$ cat src/rtl/jtag_pkg.sv
// rtl/jtag_pkg.sv - shared JTAG host state type, TMS walk sequences and limits
package jtag_pkg;

  typedef enum logic [2:0] {
    RESET_SEQ,
    IDLE,
    PRE,
    SHIFT,
    POST,
    RESP
  } jtag_state_e;

  localparam int MAX_LEN          = 32;
  localparam int RESET_TMS_CYCLES = 5;

  // TMS walks from Run-Test/Idle into Shift-xR and back; bit 0 is driven first
  localparam logic [3:0] DR_PRE_TMS = 4'b0001;
  localparam logic [3:0] IR_PRE_TMS = 4'b0011;
  localparam logic [5:0] DR_PRE_LEN = 6'd3;
  localparam logic [5:0] IR_PRE_LEN = 6'd4;
  localparam logic [1:0] POST_TMS   = 2'b01;

  function automatic logic len_ok(input logic [5:0] len);
    return (len != 6'd0) && (len <= 6'(MAX_LEN));
  endfunction

endpackage

$ cat src/rtl/jtag_tck_gen.sv
// rtl/jtag_tck_gen.sv - TCK divider with one-cycle fall/rise strobes
// Each period is CLK_DIV cycles low then CLK_DIV cycles high; TCK parks low when disabled.
module jtag_tck_gen #(
  parameter int CLK_DIV = 4
) (
  input  logic clk_i,
  input  logic rst_i,
  input  logic en_i,
  output logic tck_o,
  output logic tck_fall_o,
  output logic tck_rise_o
);

  localparam logic [7:0] DIV_M1 = 8'(CLK_DIV - 1);

  logic [7:0] cnt_q, cnt_d;
  logic       tck_q, tck_d;
  logic       wrap;

  always_comb begin
    wrap  = en_i && (cnt_q == DIV_M1);
    cnt_d = cnt_q;
    tck_d = tck_q;
    if (!en_i) begin
      cnt_d = '0;
      tck_d = 1'b0;
    end else if (wrap) begin
      cnt_d = '0;
      tck_d = !tck_q;
    end else begin
      cnt_d = cnt_q + 8'd1;
    end
  end

  always_ff @(posedge clk_i) begin
    if (rst_i) begin
      cnt_q <= '0;
      tck_q <= 1'b0;
    end else begin
      cnt_q <= cnt_d;
      tck_q <= tck_d;
    end
  end

  // Strobes mark the cycle whose closing edge moves TCK
  assign tck_rise_o = wrap && !tck_q;
  assign tck_fall_o = wrap && tck_q;
  assign tck_o      = tck_q;

endmodule

$ cat src/rtl/jtag_host.sv
// rtl/jtag_host.sv - JTAG scan host: IR/DR scans and TAP reset over TCK/TMS/TDI/TDO
// Define JTAG_HOST_TRST_EN to add the TRST_N output.
module jtag_host
  import jtag_pkg::*;
#(
  parameter int CLK_DIV = 4
) (
  input  logic        CLK,
  input  logic        RST,
  input  logic        CMD_VALID,
  output logic        CMD_READY,
  input  logic        CMD_IR,
  input  logic [5:0]  CMD_LEN,
  input  logic [31:0] CMD_DATA,
  input  logic        TAP_RESET,
  output logic        RSP_VALID,
  output logic [31:0] RSP_DATA,
  output logic        RSP_ERR,
  output logic        TCK,
  output logic        TMS,
  output logic        TDI,
  input  logic        TDO
`ifdef JTAG_HOST_TRST_EN
  ,
  output logic        TRST_N
`endif
);

  jtag_state_e state_q, state_d;
  logic [5:0]  idx_q, idx_d;
  logic        ir_q, ir_d;
  logic [5:0]  len_q, len_d;
  logic [31:0] data_q, data_d;
  logic [31:0] cap_q, cap_d;
  logic        tms_q, tms_d;
  logic        tdi_q, tdi_d;
  logic        rsp_valid_q, rsp_valid_d;
  logic        rsp_err_q, rsp_err_d;
  logic [31:0] rsp_data_q, rsp_data_d;

  logic        tck_en, tck_fall, tck_rise;
  logic [5:0]  nxt_idx, pre_len;
  logic [3:0]  pre_tms;

  assign tck_en = (state_q == RESET_SEQ) || (state_q == PRE) ||
                  (state_q == SHIFT) || (state_q == POST);

  jtag_tck_gen #(.CLK_DIV(CLK_DIV)) u_tck_gen (
    .clk_i      (CLK),
    .rst_i      (RST),
    .en_i       (tck_en),
    .tck_o      (TCK),
    .tck_fall_o (tck_fall),
    .tck_rise_o (tck_rise)
  );

  // TMS/TDI for period n+1 are loaded on the edge that ends period n (TCK falling)
  always_comb begin
    state_d     = state_q;
    idx_d       = idx_q;
    ir_d        = ir_q;
    len_d       = len_q;
    data_d      = data_q;
    cap_d       = cap_q;
    tms_d       = tms_q;
    tdi_d       = tdi_q;
    rsp_valid_d = 1'b0;
    rsp_err_d   = 1'b0;
    rsp_data_d  = '0;
    nxt_idx     = idx_q + 6'd1;
    pre_len     = ir_q ? IR_PRE_LEN : DR_PRE_LEN;
    pre_tms     = ir_q ? IR_PRE_TMS : DR_PRE_TMS;

    case (state_q)
      RESET_SEQ: begin
        if (tck_fall) begin
          if (idx_q == 6'(RESET_TMS_CYCLES)) begin
            state_d = IDLE;
            idx_d   = '0;
          end else begin
            idx_d = nxt_idx;
            tms_d = (nxt_idx < 6'(RESET_TMS_CYCLES));
          end
        end
      end
      IDLE: begin
        if (TAP_RESET) begin
          state_d = RESET_SEQ;
          idx_d   = '0;
          tms_d   = 1'b1;
          tdi_d   = 1'b0;
        end else if (CMD_VALID) begin
          ir_d   = CMD_IR;
          len_d  = CMD_LEN;
          data_d = CMD_DATA;
          if (!len_ok(CMD_LEN)) begin
            state_d     = RESP;
            rsp_valid_d = 1'b1;
            rsp_err_d   = 1'b1;
          end else begin
            state_d = PRE;
            idx_d   = '0;
            tms_d   = CMD_IR ? IR_PRE_TMS[0] : DR_PRE_TMS[0];
            tdi_d   = 1'b0;
            cap_d   = '0;
          end
        end
      end
      PRE: begin
        if (tck_fall) begin
          if (idx_q == pre_len - 6'd1) begin
            state_d = SHIFT;
            idx_d   = '0;
            tms_d   = (len_q == 6'd1);
            tdi_d   = data_q[0];
          end else begin
            idx_d = nxt_idx;
            tms_d = pre_tms[nxt_idx[1:0]];
          end
        end
      end
      SHIFT: begin
        if (tck_rise) begin
          cap_d[idx_q[4:0]] = TDO;
        end
        if (tck_fall) begin
          if (idx_q == len_q - 6'd1) begin
            state_d = POST;
            idx_d   = '0;
            tms_d   = POST_TMS[0];
            tdi_d   = 1'b0;
          end else begin
            idx_d = nxt_idx;
            tms_d = (nxt_idx == len_q - 6'd1);
            tdi_d = data_q[nxt_idx[4:0]];
          end
        end
      end
      POST: begin
        if (tck_fall) begin
          if (idx_q == 6'd1) begin
            state_d = RESP;
          end else begin
            idx_d = nxt_idx;
            tms_d = POST_TMS[nxt_idx[0]];
          end
        end
      end
      RESP: begin
        // A rejected command already pulsed on entry; only completed scans pulse here
        state_d = IDLE;
        if (!rsp_valid_q) begin
          rsp_valid_d = 1'b1;
          rsp_data_d  = cap_q;
        end
      end
      default: state_d = RESET_SEQ;
    endcase
  end

  always_ff @(posedge CLK) begin
    if (RST) begin
      state_q     <= RESET_SEQ;
      idx_q       <= '0;
      ir_q        <= 1'b0;
      len_q       <= '0;
      data_q      <= '0;
      cap_q       <= '0;
      tms_q       <= 1'b1;
      tdi_q       <= 1'b0;
      rsp_valid_q <= 1'b0;
      rsp_err_q   <= 1'b0;
      rsp_data_q  <= '0;
    end else begin
      state_q     <= state_d;
      idx_q       <= idx_d;
      ir_q        <= ir_d;
      len_q       <= len_d;
      data_q      <= data_d;
      cap_q       <= cap_d;
      tms_q       <= tms_d;
      tdi_q       <= tdi_d;
      rsp_valid_q <= rsp_valid_d;
      rsp_err_q   <= rsp_err_d;
      rsp_data_q  <= rsp_data_d;
    end
  end

  assign CMD_READY = (state_q == IDLE);
  assign TMS       = tms_q;
  assign TDI       = tdi_q;
  assign RSP_VALID = rsp_valid_q;
  assign RSP_ERR   = rsp_err_q;
  assign RSP_DATA  = rsp_data_q;

`ifdef JTAG_HOST_TRST_EN
  assign TRST_N = !(RST || (state_q == RESET_SEQ));
`endif

endmodule

$ cat config.mk
export PLATFORM = sky130hd
export DESIGN_NAME = jtag_host
export DESIGN_NICKNAME = d
export VERILOG_FILES = /design/src/rtl/jtag_pkg.sv /design/src/rtl/jtag_tck_gen.sv /design/src/rtl/jtag_host.sv
export SDC_FILE = /design/constraint.sdc
export NUM_CORES = 1
export LEC_CHECK = 0
export CAP_MARGIN = 20
export CORE_UTILIZATION = 34
export CTS_BUF_LIST = sky130_fd_sc_hd__clkbuf_16
export DETAILED_ROUTE_END_ITERATION = 6
export HOLD_SLACK_MARGIN = 0.02
export PLACE_DENSITY = 0.58
export SLEW_MARGIN = 0
export SYNTH_ARGS = -nofsm -noshare
export SYNTH_HDL_FRONTEND = slang
export SYNTH_SLANG_ARGS = --single-unit
$ cat constraint.sdc
create_clock -name CLK -period 2.6 [get_ports CLK]
set_clock_uncertainty 0.1 [all_clocks]
set_input_delay 0.78 -clock CLK [delete_from_list [all_inputs] [get_ports CLK]]
set_output_delay 0.78 -clock CLK [all_outputs]
set_load 0.01 [all_outputs]
# Yosys cells after proc, flatten, opt, wreduce, memory -nomap -nowiden
# Index checks and enable logic that the tools add are counted.
# word_totals
register_bits,125
latch_bits,0
ramBits,0
mem_bits_ro,0
inputBits,44
out_inout_bits,38
word_cells,145
n_memories,0
# op_classes
n_addsub,4
mul,0
n_div,0
n_lt_le_gt_ge,7
n_eq_ne,28
shift,0
mux,65
bitwise_logic,4
n_reduce_logical,24
# ops
operator,n
$mux 32,4
$mux 6,11
$pmux 32 s2,1
$mux 3,12
$bwmux 32,1
$pmux 6 s5,1
$mux 1,27
$eq 6x6->1,3
$ne 2x2->1 const B,9
$pmux 3 s6,1
$reduce_and 9->1,2
$eq 6x1->1 const B,2
$lt 5x6->1 const B,2
$ne 2x1->1 const B,5
$add 8x1->8 const B,1
$eq 8x2->1 const B,1
$reduce_and 8->1,1
$add 6x1->6 const B,1
$eq 3x2->1 const B,2
$eq 3x3->1 const B,2
$eq 6x3->1 const B,1
$le 6x6->1 const B,1
$lt 6x3->1 const B,1
$reduce_and 6->1,1
other kinds (28),39

# Logic depth before layout (Yosys ltp)
# depth
depth_word,8
mapped_depth,10
mapped_depth_nobuf,8

# Cells and area by module
# Synthesis repeated with hierarchy kept, for this count alone.
# unflattened
cells_unflattened,581
hier_area_um2,5351.4
# by_module_without_submodules
mod,n_inst,cells_per_inst,area_per_inst_um2,seq_area_each_um2
jtag_host,1,537,4941.0,2322.2
jtag_tck_gen,1,44,410.4,180.2

# Worst setup path before layout
# No wires, ideal clock.
# synth_timing
path_type,reg2reg
start,register idx_q[0]
end,"register tdi_q, in the netlist TDI"
setup_time_ps,132
arrival_time_ps,2446
t_required_ps,2368
setup_slack_ps,-78
stages_incl_launch_ff,11
n_path_buf,2
synth_period_minus_slack_ps,2678
cell_sequence,dfxtp_1 > clkbuf_1 > inv_1 > ha_1 > buf_2 > mux4_2 > mux2i_1 > nand3_1 > nand4b_1 > or3_1 > o21ai_0
# synth_via
elab_chain_len,6
elab_cells_between_ends,10
classes_between,1 x add/sub; 3 x eq/ne; 5 x mux; 1 x reduce/logical
# synth_rtl
item,line,text
start: declaration,jtag_host.sv:30,"logic [5:0] idx_q, idx_d;"
start signal: assignment,jtag_host.sv:176,idx_q <= idx_d;
$add 6x1->6,jtag_host.sv:70,nxt_idx = idx_q + 6'd1;
$bmux 1 s5,jtag_host.sv:135,tdi_d = data_q[nxt_idx[4:0]];
$mux 1 (implied by the code),jtag_host.sv:135,
$mux 1,jtag_host.sv:127,if (idx_q == len_q - 6'd1) begin
$mux 1,jtag_host.sv:126,if (tck_fall) begin
$pmux 1 s3,jtag_host.sv:74,case (state_q)
end signal: assignment,jtag_host.sv:182,tdi_q <= tdi_d;
end: declaration,jtag_host.sv:36,"logic tdi_q, tdi_d;"
# Several ways; a longest one is shown, not always the timed one. The select of a mux whose other input is x is not followed.
# A chain may end at the register's enable or synchronous reset.

# Final worst setup path
# layout_timing
start,input CMD_LEN[3]
end,register idx_q[1]
# layout_via
elab_chain_len,4
elab_cells_between_ends,5
classes_between,1 x order compare; 1 x eq/ne; 3 x reduce/logical
# layout_rtl
item,line,text
start: declaration,jtag_host.sv:13,"input logic [5:0] CMD_LEN,"
$le 6x6->1 or $reduce_bool 6->1 (tied branches),jtag_pkg.sv:24,return (len != 6'd0) && (len <= 6'(MAX_LEN));
$logic_and 1x1->1 *,jtag_pkg.sv:24,
$ne 3x1->1 (no line) *,-,
$reduce_and 8->1 (no line) *,-,
# Every way passes the cells marked *; elsewhere a longest branch is shown, timed or not.

==> key figures <==
Yosys
  • Synth Area in Compound Gates: under 10%
  • Top FF cell, synth: dfxtp_1
  • Area share of the largest cell type after synthesis: around 44%
  • Post-Syn Instances: between 600 and 700
  • Proportion of synthesized area in mux cells: 10.3%
  • Number of synthesized register bits: 125
  • Post-Syn Area per Cell: 8.96 µm²
  • Async SR Flop Fraction: 0%
  • Post-Synth Simple-Gate Area: 24.1%
  • Ranking of synthesized cells by area: dfxtp_1 44%, mux2i_1 6.7%, nand2_1 6.5%
  • Synth Warn #: 0
  • Synth cell types: 51
  • Area leader, netlist: dfxtp_1
  • Adder-Cell Fraction of Synth Area: 1.95%
  • Sequential cell area fraction in the yosys report: 44.4%
  • Largest family of logic cells by synthesized area: simple AND/OR/NAND/NOR gates
  • Syn Std Cell Area: 5640 µm²
  • Post-synth EDFFs: 0
  • Synth Area in XOR/XNOR: 4.62%
  • Post-Syn Nets: 681

Clocking
  • Clk pin slew, worst setup/hold paths: around 0.060 ns
  • Clock buffer depth: 2
  • Number of hold buffers added after CTS: 0
  • Clk sinks: 125
  • CTS buffer count: 17
  • Insertion delay to the later sink of the worst-skew pair: between 0.4 and 0.5 ns
  • # H-tree levels: 4
  • Clk Tree Root Cell: clkbuf_16
  • CTS tree: built

STA
  • Least-Margin Pin Slew: 0.600 ns
  • Slew Limit Fails: 0
  • Fin worst setup slack: 0.0178 ns
  • Period utilisation layout: slightly below 100%
  • Slew margin rel.: 59.6%
  • Max Clock Freq: 0.387 GHz
  • # setup viols final: 0
  • Final Hold Viols: 0
  • Worst hold margin: 0.352 ns
  • Minimum clock period: 2.58 ns

Global route
  • First-pass GRT wire length: 22.7 mm
  • Tot GR Track Use: 17.3%
  • Vias in the first global route: 4661
  • Largest net degree at the start of global routing: 40
  • Gr ovfl total: 0
  • Initial antenna violation count: 0

Routing
  • Met3 wire length: 675 µm
  • 1st-iter DRT viols: 283
  • Pre-antenna DRT Iters: 4
  • Top Layer Used: met4
  • DR WL/cell: 14.5 µm
  • Routed Antenna Nets: 0
  • Met1 Wirelength: 6.35 mm
  • Routed wl met2: 6.55 mm
  • Routed Wire Length: about 14 mm
  • Via count: 4782
  • Residual DRC count: 0
  • Via density: 5.00

Die
  • Io pins: 82
  • Die Area: 17100 µm²
  • Die height: 131 µm
  • Die width: 131 µm
  • Starting Density: 35.1%
  • Core area: 16100 µm²
  • Site Rows: 46

Cells and area
  • Antenna fix cells: 0
  • Fill count: ~1.5k
  • Final core utilization: 47.1%
  • Layout area overhead: 34.3%
  • Most common cell after layout, fill and taps aside: dfxtp_1
  • Most frequent cells in the layout: 124 x dfxtp_1, 97 x nand2_1, 76 x clkdlybuf4s50_1, 52 x nor2_1, 48 x a21oi_1
  • Layout cells sized above 1: 14.4%
  • Net count, final: 780

Worst setup path
  • CP arrival: 2.77 ns
  • WS Path Type: in2reg
  • Worst-path maximum fanout: 6
  • Crit path max-delay family: simple AND/OR/NAND/NOR gates
  • Slowest-stage cell, CP: or4_4
  • Setup crit end kind: flop
  • Cell-by-cell trace of the critical path: dlygate4sd2_1 -> or4_4 -> buf_6 -> o21ai_4 -> a31oi_4 -> or3_4 -> buf_4 -> nand2_1 -> a21oi_1
  • CP max stage delay: ~0.5 ns
  • Worst Path Buf+Inv: 3
  • Crit path required time: between 2 and 3 ns
  • Startpoint types: input port

Power and ir drop
  • Clock group share of total power: between 50% and 60%
  • Max VDD drop: 0.000481 V
  • Seq pwr share: a little under half
  • Overall power: 4.30 mW
  • PwrDens: roughly 570 nW/µm²
  • Leak pwr: roughly 2.9 nW
  • Internal Dissipation: between 3 and 4 mW
  • Sw frac: 22.5%
  • Comb pwr share: 4.5%
  • NetSw: 0.970 mW

Outcome
  • Run status: complete, no violations

Placed design
  • Post-DP HPWL: 9.17 mm
  • RePlAce Congestion: 0.894
  • # port buffers: 81
  • Pre-CTS setup slack: -0.600 ns

Hold path
  • HP Class: reg2reg

Run
  • Max Cap Viol: 0
## area by class of cell
class	instances	area [µm²]	area share [%]
clock inverter	15	121	1.60
sequential	125	2500	33.1
multi-input combinational	449	2970	39.2
clock buffer	17	425	5.62
tap	216	270	3.57
inverter	10	37.5	0.496
timing repair buffer	125	1240	16.4
## routing by layer
metal,global-route usage (%),vias up
li1,-,2372
met4,8.11,0
met2,27.8,145
met3,4.85,22
met5,0,-
met1,21.5,2243
## per-stage QoR
step,cell area [µm²],instances,TNS (ns)
global route,7570,957,-0.0131
CTS,7470,953,0
floorplan,5640,629,-0.818
finish,7570,957,0
global placement,6820,916,-25.65
detailed placement,6820,916,-26.37
## cells in the mapped netlist (all sizes together) (12+ instances only)
library cell	count
dfxtp	125
nand2	97
nor2	53
a21oi	50
mux2i	38
and2	34
nand4	34
clkbuf	30
buf	17
xnor2	14
xor2	13
nor3	12
## power groups by stage
stage	clock network [mW]	logic, mW	registers [mW]
floorplan	0	0.0798	1.98
global placement	0	0.182	1.98
detailed placement	0	0.185	1.98
CTS	2.22	0.190	1.94
global route	2.33	0.213	1.94
finish	2.17	0.195	1.94
## state kept, by name, indices dropped and copies added, names as in the netlist
signal and flops:
RSP_DATA 32, cap_q 32, data_q 32, u_tck_gen.cnt_q 8, idx_q 6, len_q 6, state_q 3, RSP_ERR 1
RSP_VALID 1, TDI 1, TMS 1, ir_q 1, u_tck_gen.tck_o 1
## what timing repair did
action | in CTS | in global routing
cloned | 2 | 2
buffers inserted | 3 | 2
setup endpoints to repair | 43 | 38
gates resized for setup | 14 | 12
pin swaps | 3 | 6
## worst min-delay path, stage by stage (launching register included)
cell     delay (ns)
dfxtp_1        0.30
nand2_1        0.05
a21oi_1        0.05
## kinds of logic (layout without fill, tap and decap cells)
group	count (synthesis)	after routing
AO/OA/AOI/OAI	87	89
XOR/XNOR	28	28
adder cells (fa/ha/maj)	9	9
buffers and inverters	57	167
flip-flops	125	125
multiplexers	48	48
AND/OR/NAND/NOR	275	275
## path summary, 6_finish.rpt
path | from | end | slack [ns] | cells past startpoint
hold / removal | data_q[27]$_SDFFE_PP0P_ | data_q[27]$_SDFFE_PP0P_ | 0.35 | 2
hold reg to reg | data_q[27]$_SDFFE_PP0P_ | data_q[27]$_SDFFE_PP0P_ | 0.35 | 2
setup / recovery | CMD_LEN[3] | idx_q[1]$_SDFFE_PP0P_ | 0.02 | 9
setup reg to reg | idx_q[2]$_SDFFE_PP0P_ | TMS$_SDFFE_PP1P_ | 0.21 | 7
Note: power is estimated with default switching activity, not from simulation.
